**src/rtl/contour_pkg.sv**
```systemverilog
// contour_pkg
// Purpose: frame geometry, bus widths and FSM state encodings shared by the
//          contour seed finder and the contour tracer.
// Ports:   none (package).
package contour_pkg;

  localparam int H_PIXELS     = 640;
  localparam int V_PIXELS     = 480;
  localparam int FRAME_PIXELS = H_PIXELS * V_PIXELS;
  localparam int ADDR_W       = 19;
  localparam int X_W          = 10;
  localparam int Y_W          = 9;

  typedef enum logic [1:0] {
    ST_IDLE  = 2'd0,
    ST_SCAN  = 2'd1,
    ST_DRAIN = 2'd2,
    ST_DONE  = 2'd3
  } seed_state_e;

  // Interior means the tracer's +/-1 and +/-row neighbours never leave the frame.
  function automatic logic is_interior(input logic [X_W-1:0] x,
                                       input logic [Y_W-1:0] y,
                                       input logic [X_W-1:0] x_max,
                                       input logic [Y_W-1:0] y_max);
    return (x != '0) && (x <= x_max) && (y != '0) && (y <= y_max);
  endfunction

endpackage

```
**src/rtl/scan_delay_line.sv**
```systemverilog
// scan_delay_line
// Purpose: fixed-depth shift register that carries the scan context
//          {valid, x, y, addr} alongside the BRAM read so it lines up with
//          the returned data.
// Ports:   clk, reset (async, active-high), data_i (context in),
//          data_o (context delayed by DEPTH cycles).
module scan_delay_line #(
  parameter int DEPTH = 2,
  parameter int W     = 8
) (
  input  logic         clk,
  input  logic         reset,
  input  logic [W-1:0] data_i,
  output logic [W-1:0] data_o
);

  logic [W-1:0] stage_q [DEPTH];

  always_ff @(posedge clk or posedge reset) begin
    if (reset) begin
      for (int i = 0; i < DEPTH; i++) stage_q[i] <= '0;
    end else begin
      stage_q[0] <= data_i;
      for (int i = 1; i < DEPTH; i++) stage_q[i] <= stage_q[i-1];
    end
  end

  assign data_o = stage_q[DEPTH-1];

endmodule

```
**src/rtl/contour_seed_finder.sv**
```systemverilog
// contour_seed_finder
// Purpose: raster-scans the edge-map BRAM once per scan_go, latches the first
//          interior edge pixel as the tracer seed, counts interior edge pixels
//          (saturating) and holds contour_start high once the scan is done.
// Ports:   clk, reset (async, active-high), scan_go (start pulse),
//          addr/edge_out (BRAM read port), busy, done, seed_found,
//          x_start/y_start/addr_start (seed), num_pixels (count),
//          contour_start (level, done & seed_found).
//
// state | meaning
// IDLE  | waiting for the first scan_go after reset
// SCAN  | issuing one read address per cycle, 0..frame-1
// DRAIN | waiting READ_LATENCY cycles for the last reads to return
// DONE  | results valid and held; scan_go restarts the scan
module contour_seed_finder #(
  parameter int H_PIXELS     = contour_pkg::H_PIXELS,
  parameter int V_PIXELS     = contour_pkg::V_PIXELS,
  parameter int READ_LATENCY = 2,
  parameter int COUNT_W      = 12
) (
  input  logic                           clk,
  input  logic                           reset,
  input  logic                           scan_go,
  output logic [contour_pkg::ADDR_W-1:0] addr,
  input  logic [2:0]                     edge_out,
  output logic                           busy,
  output logic                           done,
  output logic                           seed_found,
  output logic [contour_pkg::X_W-1:0]    x_start,
  output logic [contour_pkg::Y_W-1:0]    y_start,
  output logic [contour_pkg::ADDR_W-1:0] addr_start,
  output logic [COUNT_W-1:0]             num_pixels,
  output logic                           contour_start
);

  import contour_pkg::*;

  localparam int FRAME   = H_PIXELS * V_PIXELS;
  localparam int DL_W    = 1 + X_W + Y_W + ADDR_W;
  localparam int DRAIN_W = (READ_LATENCY > 1) ? $clog2(READ_LATENCY) : 1;

  localparam logic [ADDR_W-1:0]  ADDR_LAST = ADDR_W'(FRAME - 1);
  localparam logic [X_W-1:0]     X_LAST    = X_W'(H_PIXELS - 1);
  localparam logic [X_W-1:0]     X_IN_MAX  = X_W'(H_PIXELS - 2);
  localparam logic [Y_W-1:0]     Y_IN_MAX  = Y_W'(V_PIXELS - 2);
  localparam logic [COUNT_W-1:0] COUNT_MAX = '1;

  seed_state_e        state_q;
  logic [X_W-1:0]     x_q;
  logic [Y_W-1:0]     y_q;
  logic [ADDR_W-1:0]  addr_q;
  logic [DRAIN_W-1:0] drain_q;
  logic [X_W-1:0]     seed_x_q;
  logic [Y_W-1:0]     seed_y_q;
  logic [ADDR_W-1:0]  seed_addr_q;
  logic               seed_found_q;
  logic [COUNT_W-1:0] count_q;
  logic               done_q;
  logic               cs_q;

  logic [DL_W-1:0]    dl_in;
  logic [DL_W-1:0]    dl_out;
  logic               dl_valid;
  logic [X_W-1:0]     dl_x;
  logic [Y_W-1:0]     dl_y;
  logic [ADDR_W-1:0]  dl_addr;
  logic               hit;

  assign dl_in = {(state_q == ST_SCAN), x_q, y_q, addr_q};

  scan_delay_line #(
    .DEPTH (READ_LATENCY),
    .W     (DL_W)
  ) u_delay (
    .clk    (clk),
    .reset  (reset),
    .data_i (dl_in),
    .data_o (dl_out)
  );

  assign {dl_valid, dl_x, dl_y, dl_addr} = dl_out;
  assign hit = dl_valid && (edge_out != 3'd0) && is_interior(dl_x, dl_y, X_IN_MAX, Y_IN_MAX);

  always_ff @(posedge clk or posedge reset) begin
    if (reset) begin
      state_q      <= ST_IDLE;
      x_q          <= '0;
      y_q          <= '0;
      addr_q       <= '0;
      drain_q      <= '0;
      seed_x_q     <= '0;
      seed_y_q     <= '0;
      seed_addr_q  <= '0;
      seed_found_q <= 1'b0;
      count_q      <= '0;
      done_q       <= 1'b0;
      cs_q         <= 1'b0;
    end else begin
      if (hit) begin
        if (!seed_found_q) begin
          seed_x_q     <= dl_x;
          seed_y_q     <= dl_y;
          seed_addr_q  <= dl_addr;
          seed_found_q <= 1'b1;
        end
        if (count_q != COUNT_MAX) count_q <= count_q + COUNT_W'(1);
      end

      case (state_q)
        ST_IDLE, ST_DONE: begin
          if (scan_go) begin
            state_q      <= ST_SCAN;
            x_q          <= '0;
            y_q          <= '0;
            addr_q       <= '0;
            seed_x_q     <= '0;
            seed_y_q     <= '0;
            seed_addr_q  <= '0;
            seed_found_q <= 1'b0;
            count_q      <= '0;
            done_q       <= 1'b0;
            cs_q         <= 1'b0;
          end
        end
        ST_SCAN: begin
          if (addr_q == ADDR_LAST) begin
            state_q <= ST_DRAIN;
            drain_q <= DRAIN_W'(READ_LATENCY - 1);
          end else begin
            addr_q <= addr_q + ADDR_W'(1);
            if (x_q == X_LAST) begin
              x_q <= '0;
              y_q <= y_q + Y_W'(1);
            end else begin
              x_q <= x_q + X_W'(1);
            end
          end
        end
        ST_DRAIN: begin
          if (drain_q == '0) begin
            state_q <= ST_DONE;
            done_q  <= 1'b1;
            // The final read is sampled on this same edge, so include it.
            cs_q    <= seed_found_q | hit;
          end else begin
            drain_q <= drain_q - DRAIN_W'(1);
          end
        end
        default: state_q <= ST_IDLE;
      endcase
    end
  end

  assign addr          = addr_q;
  assign busy          = (state_q == ST_SCAN) || (state_q == ST_DRAIN);
  assign done          = done_q;
  assign seed_found    = seed_found_q;
  assign x_start       = seed_x_q;
  assign y_start       = seed_y_q;
  assign addr_start    = seed_addr_q;
  assign num_pixels    = count_q;
  assign contour_start = cs_q;

endmodule
```
**config.mk**
```make
export PLATFORM = sky130hd
export DESIGN_NAME = contour_seed_finder
export DESIGN_NICKNAME = d
export VERILOG_FILES = /design/src/rtl/contour_pkg.sv /design/src/rtl/scan_delay_line.sv /design/src/rtl/contour_seed_finder.sv
export SDC_FILE = /design/constraint.sdc
export NUM_CORES = 1
export LEC_CHECK = 0
export BUFFER_PORTS_ARGS = -buffer_cell sky130_fd_sc_hd__buf_2
export CAP_MARGIN = 40
export CORE_UTILIZATION = 39
export CTS_CLUSTER_DIAMETER = 60
export DETAILED_ROUTE_END_ITERATION = 10
export GPL_TIMING_DRIVEN = 0
export HOLD_SLACK_MARGIN = 0.12
export MAX_ROUTING_LAYER = met4
export PLACE_DENSITY = 0.63
export SYNTH_ARGS = -nofsm -noshare
export SYNTH_HDL_FRONTEND = slang
export SYNTH_SLANG_ARGS = --single-unit
```
**constraint.sdc**
```tcl
create_clock -name clk -period 6.8 [get_ports clk]
set_clock_uncertainty 0.15 [all_clocks]
set_input_delay 1.02 -clock clk [delete_from_list [all_inputs] [get_ports clk]]
set_output_delay 1.02 -clock clk [all_outputs]
set_load 0.03 [all_outputs]
```
Word-level counts from Yosys, hierarchy flattened
Cells that the tools add are included.

Flip-flop bits (word level): 172. Output and inout port bits: 73.

Eq/ne operators: 11. Reductions and logical operators: 19. $add $sub $neg: 5. $lt $le $gt $ge: 2. Bitwise logic cells: 1. Mux-type cells: 42.

Operator list (number): two-way mux 19 bit (6); two-way mux 10 bit (7); two-way mux 9 bit (7); two-way mux 12 bit (4); one-hot mux 19 bit (2 select lines) (1); one-hot mux 10 bit (2 select lines) (1); adder 19 x 1 -> 19 bit, second input constant (1); equality test 19 bit, second input constant (1); one-hot mux 9 bit (2 select lines) (1); adder 12 x 1 -> 12 bit, second input constant (1); inequality test 12 bit, second input constant (1); adder 10 x 1 -> 10 bit, second input constant (1); equality test 10 bit, second input constant (1); <= comparator 10 bit, second input constant (1); inequality test 2 bit, second input constant (5); nonzero test 10 bit (1); adder 9 x 1 -> 9 bit, second input constant (1); <= comparator 9 bit, second input constant (1); AND reduction 3 bit (3); nonzero test 9 bit (1); two-way mux 1 bit (8); two-way mux 2 bit (3); one-hot mux 1 bit (2 select lines) (3); one-hot mux 2 bit (3 select lines) (1); 12 further kinds (19).

Logic depth before layout (Yosys ltp)
Gate-level depths: netlist of run 1.

Depth after elaboration: 8. Mapped depth: 10.

Modules after synthesis
A second synthesis of run 1 with hierarchy kept.

Cells, all modules: 686. Area, all modules: 7429.6 sq um.

Modules (own cells, without submodules): contour_seed_finder (cells an instance 568, times used 1, area an instance 5181.2 sq um, seq. area each 2352.3 sq um); scan_delay_line (cells an instance 118, times used 1, area an instance 2248.4 sq um, seq. area each 1951.9 sq um).

Worst setup path after synthesis of run 1
No wires, ideal clock.

Kind: input-to-reg. Start: input scan_go. End: register addr_q[12], in the netlist addr[12]. Buffers on the path: 2. Required time: 6.572 ns. Stages: 7. Setup slack: 4.145 ns. Arrival time: 2.427 ns. Path through: clkbuf_1 nand2_1 o21ai_1 o31ai_4 clkbuf_1 or4_1 a21oi_1.

Word-level cells in the longest chain between the ends: 2.

Ends and longest elaborated chain: start: declaration (line contour_seed_finder.sv:23) `input logic scan_go,`; inequality test 2 bit (no line); AND reduction 3 bit (no line); end signal: assignment (line contour_seed_finder.sv:130) `addr_q <= addr_q + ADDR_W'(1);`; end: declaration (line contour_seed_finder.sv:51) `logic [ADDR_W-1:0] addr_q;`.

No other way between the ends. A chain may end at the register's enable or synchronous reset.

Worst setup path after layout of run 1
Start: register addr_q[0], in the netlist addr[0]. End: register y_q[5].

Word-level cells in the longest chain between the ends: 3.

Ends and longest elaborated chain: equality test 19 bit (line contour_seed_finder.sv:126) `if (addr_q == ADDR_LAST) begin`; inequality test 2 bit (no line); AND reduction 4 bit (no line); end signal: assignment (line contour_seed_finder.sv:133) `y_q <= y_q + Y_W'(1);`; end: declaration (line contour_seed_finder.sv:50) `logic [Y_W-1:0] y_q;`.

No other way between the ends.

==> impl_metrics.prom, run 1 <==
# TYPE chip_impl_metric gauge
chip_impl_info{name="status",value="complete, no violations"} 1
chip_impl_metric{name="cellInternalPower",unit="W"} 0.00157
chip_impl_metric{name="area_added_between_synthesis_and_finish",unit="%"} 18.2
chip_impl_info{name="cp_class",value="reg2reg"} 1
chip_impl_metric{name="grt_start_max_net_pins",unit=""} 90
chip_impl_metric{name="grt_overflow_total",unit=""} 0
chip_impl_metric{name="htree_num_levels",unit=""} 4
chip_impl_metric{name="start_util",unit="%"} 40.3
chip_impl_info{name="cts_tree",value="done"} 1
chip_impl_metric{name="grt_pass1_vias",unit=""} 5343
chip_impl_metric{name="ant_nets",unit=""} 0
chip_impl_metric{name="cpPeakStageDelay",unit="ps"} 600
chip_impl_metric{name="via_count",unit=""} 5539
chip_impl_metric{name="power.combinational.fraction",unit="%"} 1.6
chip_impl_metric{name="avgViaCountPerCell",unit=""} 5.62
chip_impl_metric{name="synth.net_count",unit=""} 662
chip_impl_metric{name="place_ws",unit="ps"} 3360
chip_impl_metric{name="slew_headroom",unit="%"} 53.3
chip_impl_metric{name="power.clock.fraction",unit="%"} 47.0
chip_impl_metric{name="yosys_warnings",unit=""} 0
chip_impl_metric{name="row_count",unit=""} 48
chip_impl_metric{name="leakagePower",unit="nW"} 3.86
chip_impl_metric{name="design.core.area",unit="um^2"} 17500
chip_impl_info{name="timing.critical_path.mode_cell",value="sky130_fd_sc_hd__clkbuf_1"} 1
chip_impl_metric{name="r2r_cells",unit=""} 9
chip_impl_metric{name="post_synth.cell_area_avg",unit="um^2"} 10.9
chip_impl_metric{name="synthDistinctLibCells",unit=""} 51
chip_impl_metric{name="grt_first_pass_wirelength",unit="um"} 27200
chip_impl_metric{name="power_frac_seq",unit="%"} 51.4
chip_impl_metric{name="final.fill_count",unit=""} 1590
chip_impl_info{name="grt_setup_unrepaired",value="false"} 1
chip_impl_metric{name="synth-async-reset-ratio",unit="%"} 100
chip_impl_metric{name="ys_ff_latch",unit=""} 172
chip_impl_metric{name="detailroute.wirelength.met2",unit="um"} 8520
chip_impl_metric{name="tritoncts.num_buffers",unit=""} 17
chip_impl_metric{name="design.final.nets",unit=""} 761
chip_impl_info{name="synth_ff_type",value="sky130_fd_sc_hd__dfrtp_1"} 1
chip_impl_metric{name="place.detailed.hpwl",unit="um"} 11700
chip_impl_info{name="clock_tree.root_cell",value="sky130_fd_sc_hd__clkbuf_16"} 1
chip_impl_metric{name="crit_fanout",unit=""} 10
chip_impl_metric{name="synth_enable_flop_cells",unit=""} 0
chip_impl_metric{name="routedWlPerCell",unit="um"} 17.1
chip_impl_metric{name="worst_ep_required_time",unit="ps"} 6930
chip_impl_metric{name="drive_above_1_share",unit="%"} 18.8
chip_impl_metric{name="multi_input_comb_area",unit="um^2"} 2390
chip_impl_metric{name="grt_use_total",unit="%"} 19.6
chip_impl_metric{name="arrival",unit="ps"} 3590
chip_impl_info{name="synth_top_area_cell",value="sky130_fd_sc_hd__dfrtp_1"} 1
chip_impl_metric{name="n_antenna_cell",unit=""} 0
chip_impl_metric{name="ctsResizeCount",unit=""} 0
chip_impl_metric{name="timing.fmax",unit="MHz"} 289
chip_impl_metric{name="ir_drop",unit="mV"} 0.151
chip_impl_metric{name="gp_routability_congestion",unit=""} 0.880
chip_impl_info{name="startpoint_type",value="flip-flop"} 1
chip_impl_metric{name="hold_fix_buffer_count_after_cts",unit=""} 0
chip_impl_metric{name="p_per_area",unit="nW/um^2"} 239
chip_impl_info{name="worst_setup_path_startpoint",value="addr[0]$_DFFE_PP0P_"} 1
chip_impl_metric{name="finalCriticalPeriod",unit="ps"} 3460
chip_impl_info{name="hold_class",value="reg2reg"} 1
chip_impl_info{name="critical_path.top_delay_family",value="buffers and inverters"} 1
chip_impl_metric{name="die_x",unit="um"} 136
chip_impl_metric{name="tritoncts_num_sinks",unit=""} 172
chip_impl_metric{name="cts_post_setup_buffers_inserted",unit=""} 0
chip_impl_info{name="crit_path_end_kind",value="flip-flop"} 1
chip_impl_info{name="worstSetupEndpoint",value="y_q[5]$_DFFE_PP0P_"} 1
chip_impl_metric{name="io_buffers",unit=""} 77
chip_impl_metric{name="met3RoutedLength",unit="um"} 687
chip_impl_metric{name="drt_pass1_iterations",unit=""} 5
chip_impl_metric{name="routed_wirelength",unit="um"} 16800
chip_impl_metric{name="max_cap_violations",unit=""} 0
chip_impl_metric{name="yosysTopAreaCellShare",unit="%"} 61.1
chip_impl_metric{name="final-hold-violation-count",unit=""} 0
chip_impl_metric{name="report.final.slew_viol_count",unit=""} 0
chip_impl_metric{name="die-height",unit="um"} 136
chip_impl_metric{name="drtIter0Drc",unit=""} 531
chip_impl_metric{name="period_share",unit="%"} 50.9
chip_impl_metric{name="max_slew.worst_pin.slew",unit="ps"} 694
chip_impl_metric{name="total_drc_errors_in_the_routed_layout",unit=""} 0
chip_impl_metric{name="post_syn_area",unit="um^2"} 7050
chip_impl_metric{name="io_pins",unit=""} 79
chip_impl_metric{name="register_area",unit="um^2"} 4300
chip_impl_metric{name="netSwitchingPower",unit="W"} 0.000420
chip_impl_metric{name="synth_sequential_area_ratio",unit="%"} 61.1
chip_impl_metric{name="setup-violations-final",unit=""} 0
chip_impl_metric{name="clock_slew_at_the_register_clock_pins_of_the_worst_setup_and_hold_paths",unit="ps"} 60
chip_impl_info{name="crit_path_slowest_cell",value="sky130_fd_sc_hd__dfrtp_1"} 1
chip_impl_metric{name="cts.path.max_buffers",unit=""} 2
chip_impl_info{name="crit_path_cell_trace",value="ha_1 > clkbuf_1 > nand2_1 > or4_1 > buf_2 > o31ai_4 > clkbuf_1 > or3_1 > a21oi_1"} 1
chip_impl_metric{name="clock_insertion_delay_worst_skew",unit="ps"} 430
chip_impl_info{name="synthTopCellsByArea",value="sky130_fd_sc_hd__dfrtp_1, sky130_fd_sc_hd__a21oi_1, sky130_fd_sc_hd__o21ai_0, sky130_fd_sc_hd__nand3_1, sky130_fd_sc_hd__nand4_1"} 1
chip_impl_metric{name="dieArea",unit="um^2"} 18600
chip_impl_info{name="critical_path.reg2reg.startpoint",value="addr[0]$_DFFE_PP0P_"} 1
chip_impl_metric{name="setup.reg_to_reg.worst_slack",unit="ps"} 3340
chip_impl_metric{name="final_util",unit="%"} 47.7
chip_impl_metric{name="power.switching_fraction",unit="%"} 21.1
chip_impl_metric{name="antenna_violations_before_repair",unit=""} 0
chip_impl_info{name="highest_metal_layer_with_signal_wires",value="met4"} 1
chip_impl_metric{name="routedLengthMet1",unit="um"} 7380
chip_impl_metric{name="crit_buf_inv",unit=""} 3
chip_impl_metric{name="syn-instance-count",unit=""} 649
chip_impl_info{name="worstReg2RegEnd",value="y_q[5]$_DFFE_PP0P_"} 1
chip_impl_metric{name="setup_ws",unit="ps"} 3340
chip_impl_metric{name="worst-path-stages",unit=""} 9
worst min path at each step:
stage / startpoint / to / slack [ps] / depth (start not counted)
2_1_floorplan: u_delay.stage_q[39]$_DFF_PP0_ / u_delay.data_o[0]$_DFF_PP0_ / 180 / 0
3_3_place_gp: u_delay.stage_q[49]$_DFF_PP0_ / u_delay.data_o[10]$_DFF_PP0_ / 180 / 0
3_5_place_dp: u_delay.stage_q[50]$_DFF_PP0_ / u_delay.data_o[11]$_DFF_PP0_ / 180 / 0
4_1_cts: u_delay.stage_q[58]$_DFF_PP0_ / u_delay.data_o[19]$_DFF_PP0_ / 200 / 0
5_1_grt: u_delay.stage_q[63]$_DFF_PP0_ / u_delay.data_o[24]$_DFF_PP0_ / 200 / 0
6_report: u_delay.stage_q[60]$_DFF_PP0_ / u_delay.data_o[21]$_DFF_PP0_ / 200 / 0
cells by family (layout without fill, tap and decap cells):
family	after synthesis	after routing	share of synthesized area (%)
flops	172	172	61.1
buf+inv	67	179	5.04
simple gates	207	207	16.0
mux	8	8	1.17
compound gates	188	188	15.5
fa+ha+maj	7	7	1.24
power by group through the flow:
stage | clock [W] | combinational [W] | sequential, W
5_1_grt | 0.000994 | 0.0000374 | 0.00102
2_1_floorplan | 0 | 0.0000213 | 0.00104
3_3_place_gp | 0 | 0.0000294 | 0.00104
4_1_cts | 0.000949 | 0.0000333 | 0.00102
3_5_place_dp | 0 | 0.0000333 | 0.00104
6_report | 0.000937 | 0.0000316 | 0.00102
registers in the layout, summed over array words and instances (netlist names), 2 cells and up:
name	count
u_delay.data_o	39
num_pixels	12
addr	19
x_start	10
addr_start	19
y_start	9
x_q	10
state_q	2
y_q	9
u_delay.stage_q	39
placed cells by master, fill, tap and decap left out, drive strengths merged, types with 2 or more instances in the layout:
master    instances
nor4              6
nor2             17
a31oi             3
nand2            36
and3              8
or2               2
clkinv            6
dfrtp           172
clkbuf           56
a21o              2
a21boi            3
and4              3
inv              10
a21oi            73
nand3            52
nand4            23
nor2b             4
ha                7
and2              3
o41ai             5
mux2              2
a31o              2
o21a              2
clkinvlp          2
or4              17
buf             104
nor3              8
nand4b            3
mux2i             6
nand2b            6
o211ai            2
o21ai            68
or3              16
o31ai            17
layout make-up:
cell class | instances | share of cell area [%]
flip-flops and latches | 172 | 51.6
plain buffers | 57 | 3.81
inverters | 10 | 0.540
multi-input cells | 410 | 28.7
clock inverters | 9 | 1.04
clock buffers | 23 | 5.85
well taps | 225 | 3.38
repair buffers | 80 | 5.07
metal layers:
metal / global-route usage, % / vias up
li1: - / 2575
met1: 24.5 / 2755
met2: 31.3 / 184
met3: 4.44 / 25
met4: 6.85 / 0
met5: - / -
cell usage after synthesis, types with 7 or more instances:
cell type / number
sky130_fd_sc_hd__a21oi_1: 73
sky130_fd_sc_hd__and3_1: 8
sky130_fd_sc_hd__buf_4: 19
sky130_fd_sc_hd__clkbuf_1: 32
sky130_fd_sc_hd__dfrtp_1: 172
sky130_fd_sc_hd__ha_1: 7
sky130_fd_sc_hd__inv_1: 9
sky130_fd_sc_hd__nand2_1: 36
sky130_fd_sc_hd__nand3_1: 52
sky130_fd_sc_hd__nand4_1: 23
sky130_fd_sc_hd__nor2_1: 17
sky130_fd_sc_hd__nor3_1: 8
sky130_fd_sc_hd__o21ai_0: 57
sky130_fd_sc_hd__o21ai_1: 11
sky130_fd_sc_hd__o31ai_1: 16
sky130_fd_sc_hd__or3_1: 16
sky130_fd_sc_hd__or4_1: 17
per-stage QoR:
step                      setup TNS (ps)  std cells  instance area, um^2  hold slack (ps)  total power [W]
after CTS                              0        985                 8330              199          0.00201
after floorplan                        0        649                 7050              181          0.00106
after detailed placement               0        953                 7760              185          0.00108
after global routing                   0        986                 8340              201          0.00205
final                                  0        986                 8340              197          0.00199
after global placement           -101850        951                 7720              182          0.00107
No activity file was read; power rests on OpenSTA's default activity.
==> run 2: changes to the inputs <==
- clock period: 6.8 -> 3.6 ns (I/O delays scaled with it)
==> run 2 against run 1 <==
Compared with the run above:
- core utilization grew 0.66 points
- setup slack lost 3100 ps
- critical path type unchanged
- first-iteration DRC count shrank 16%
- critical path depth shrank 1
==> impl_metrics.prom, run 2 (synthesis results as in run 1) <==
# TYPE chip_impl_metric gauge
chip_impl_info{name="status",value="complete, no violations"} 1
chip_impl_metric{name="design.final.nets",unit=""} 763
chip_impl_metric{name="drtIter0Drc",unit=""} 445
chip_impl_metric{name="htree_num_levels",unit=""} 4
chip_impl_metric{name="io_buffers",unit=""} 77
chip_impl_metric{name="hold-path-cell-count",unit=""} 0
chip_impl_info{name="min_to",value="u_delay.data_o[0]$_DFF_PP0_"} 1
chip_impl_metric{name="final_design_area_no_fill",unit="um^2"} 8450
chip_impl_metric{name="crit_buf_inv",unit=""} 2
chip_impl_metric{name="finalCriticalPeriod",unit="ps"} 3330
chip_impl_info{name="hold_class",value="reg2reg"} 1
chip_impl_info{name="clock_tree.root_cell",value="sky130_fd_sc_hd__clkbuf_16"} 1
chip_impl_info{name="hold_start",value="u_delay.stage_q[39]$_DFF_PP0_"} 1
chip_impl_info{name="crit_path_cell_trace",value="ha_2 > nand2_1 > or4_1 > buf_2 > o31ai_4 > clkbuf_1 > or3_1 > a21oi_1"} 1
chip_impl_metric{name="clock_slew_at_the_register_clock_pins_of_the_worst_setup_and_hold_paths",unit="ps"} 60
chip_impl_metric{name="r2r_cells",unit=""} 8
chip_impl_metric{name="routed_wirelength",unit="um"} 16800
chip_impl_metric{name="arrival",unit="ps"} 3450
chip_impl_metric{name="total_drc_errors_in_the_routed_layout",unit=""} 0
chip_impl_metric{name="io_pins",unit=""} 79
chip_impl_metric{name="avgViaCountPerCell",unit=""} 5.53
chip_impl_metric{name="final-hold-violation-count",unit=""} 0
chip_impl_metric{name="die-height",unit="um"} 136
chip_impl_info{name="cp_class",value="reg2reg"} 1
chip_impl_metric{name="p_per_area",unit="nW/um^2"} 467
chip_impl_metric{name="cts.path.max_buffers",unit=""} 2
chip_impl_info{name="highest_metal_layer_with_signal_wires",value="met4"} 1
chip_impl_info{name="crit_path_end_kind",value="flip-flop"} 1
chip_impl_metric{name="setup-violations-final",unit=""} 0
chip_impl_metric{name="place_ws",unit="ps"} 153
chip_impl_metric{name="grt_start_max_net_pins",unit=""} 42
chip_impl_metric{name="cpPeakStageDelay",unit="ps"} 630
chip_impl_metric{name="cts_post_setup_buffers_inserted",unit=""} 0
chip_impl_metric{name="dp.cells",unit=""} 956
chip_impl_info{name="commonest_non_fill_non_tap_cell_in_the_layout",value="sky130_fd_sc_hd__dfrtp_1"} 1
chip_impl_metric{name="worst_ep_required_time",unit="ps"} 3720
chip_impl_metric{name="gp_routability_congestion",unit=""} 0.859
chip_impl_metric{name="total_power",unit="W"} 0.00394
chip_impl_metric{name="n_antenna_cell",unit=""} 0
chip_impl_info{name="worstReg2RegEnd",value="y_q[7]$_DFFE_PP0P_"} 1
chip_impl_metric{name="area_added_between_synthesis_and_finish",unit="%"} 19.9
chip_impl_metric{name="setup_ws",unit="ps"} 270
chip_impl_metric{name="final.fill_count",unit=""} 1543
chip_impl_metric{name="final_layout_setup_total_negative_slack",unit="ps"} 0
chip_impl_metric{name="setup.reg_to_reg.worst_slack",unit="ps"} 270
chip_impl_metric{name="grt_overflow_total",unit=""} 0
chip_impl_metric{name="grt_pass1_vias",unit=""} 5391
chip_impl_info{name="grt_setup_unrepaired",value="false"} 1
chip_impl_metric{name="design.core.area",unit="um^2"} 17500
chip_impl_metric{name="dieArea",unit="um^2"} 18600
chip_impl_metric{name="grt_first_pass_wirelength",unit="um"} 27500
chip_impl_metric{name="register_area",unit="um^2"} 4300
chip_impl_metric{name="placedInstanceArea",unit="um^2"} 7800
chip_impl_metric{name="timing.fmax",unit="MHz"} 300
chip_impl_info{name="critical_path.reg2reg.startpoint",value="addr[0]$_DFFE_PP0P_"} 1
chip_impl_metric{name="tritoncts.num_buffers",unit=""} 17
chip_impl_info{name="startpoint_type",value="flip-flop"} 1
chip_impl_metric{name="drive_above_1_share",unit="%"} 19.1
chip_impl_metric{name="layoutNonFillerInstCount",unit=""} 988
chip_impl_metric{name="clock_insertion_delay_worst_skew",unit="ps"} 420
chip_impl_metric{name="report.final.slew_viol_count",unit=""} 0
chip_impl_metric{name="detailroute.wirelength.met2",unit="um"} 8440
chip_impl_metric{name="multi_input_comb_area",unit="um^2"} 2390
chip_impl_metric{name="slew_headroom",unit="%"} 41.7
chip_impl_metric{name="via_count",unit=""} 5462
chip_impl_metric{name="max_cap_violations",unit=""} 0
chip_impl_info{name="crit_path_slowest_cell",value="sky130_fd_sc_hd__dfrtp_1"} 1
chip_impl_metric{name="met3RoutedLength",unit="um"} 669
chip_impl_metric{name="period_share",unit="%"} 92.5
chip_impl_metric{name="place.detailed.hpwl",unit="um"} 12100
chip_impl_metric{name="routedLengthMet1",unit="um"} 7200
chip_impl_metric{name="routedWlPerCell",unit="um"} 17.0
chip_impl_metric{name="row_count",unit=""} 48
chip_impl_metric{name="crit_fanout",unit=""} 10
chip_impl_info{name="worst_setup_path_startpoint",value="addr[0]$_DFFE_PP0P_"} 1
chip_impl_metric{name="die_x",unit="um"} 136
chip_impl_metric{name="leakagePower",unit="nW"} 3.91
chip_impl_metric{name="start_util",unit="%"} 40.3
chip_impl_info{name="mostFrequentLayoutCells",value="sky130_fd_sc_hd__dfrtp_1, sky130_fd_sc_hd__buf_2, sky130_fd_sc_hd__a21oi_1"} 1
chip_impl_metric{name="tritoncts_num_sinks",unit=""} 172
chip_impl_info{name="cts_tree",value="done"} 1
chip_impl_info{name="critical_path.top_delay_family",value="simple AND/OR/NAND/NOR gates"} 1
chip_impl_metric{name="antenna_violations_before_repair",unit=""} 0
chip_impl_metric{name="ant_nets",unit=""} 0
chip_impl_metric{name="grt_use_total",unit="%"} 19.8
chip_impl_metric{name="drt_pass1_iterations",unit=""} 5
chip_impl_metric{name="ir_drop",unit="mV"} 0.256
chip_impl_metric{name="max_slew.worst_pin.slew",unit="ps"} 863
[run 2: cell type report]
type | count | share of cell area, %
Sequential cell | 172 | 50.9
Multi-Input combinational cell | 410 | 28.3
Timing Repair Buffer | 83 | 5.69
Clock buffer | 22 | 5.61
Buffer | 56 | 3.72
Tap cell | 225 | 3.33
Clock inverter | 10 | 1.92
Inverter | 10 | 0.489
[run 2: worst max-delay path by stage]
stage	endpoint	slack, ps	depth (start not counted)
finish	y_q[7]$_DFFE_PP0P_	270	8
global route	y_q[7]$_DFFE_PP0P_	140	8
CTS	y_q[7]$_DFFE_PP0P_	130	9
detailed placement	y_q[7]$_DFFE_PP0P_	150	9
global placement	addr_start[14]$_DFF_PP0_	-190	2
floorplan	addr[0]$_DFFE_PP0P_	710	1
[run 2: per-layer routing]
metal | vias up | GRT usage (%)
met3 | 30 | 3.88
met1 | 2690 | 23.9
met2 | 167 | 31.9
met4 | 0 | 9.14
met5 | - | -
li1 | 2575 | -
[run 2: repair_timing]
action                                  CTS  global route
hold endpoints to repair                 26             0
gates resized for setup                   0             1
hold buffers                              1             0
endpoints found under the setup margin    0            23
[run 2: power breakdown]
| group | internal, W | leakage [nW] | switching [W] | total [W] |
|---|---|---|---|---|
| registers | 0.00193 | 2.29 | 0 | 0.00193 |
| clock network | 0.00122 | 0.306 | 0.000725 | 0.00194 |
| logic | 0.0000145 | 1.31 | 0.0000527 | 0.0000673 |
| total | 0.00316 | 3.91 | 0.000778 | 0.00394 |
[run 2: per-stage QoR]
step,hold WS (ps),util [%]
2_1_floorplan,181,-
3_3_place_gp,183,44.2
3_5_place_dp,185,44.7
4_1_cts,197,48.4
5_1_grt,207,48.4
6_report,190,48.4
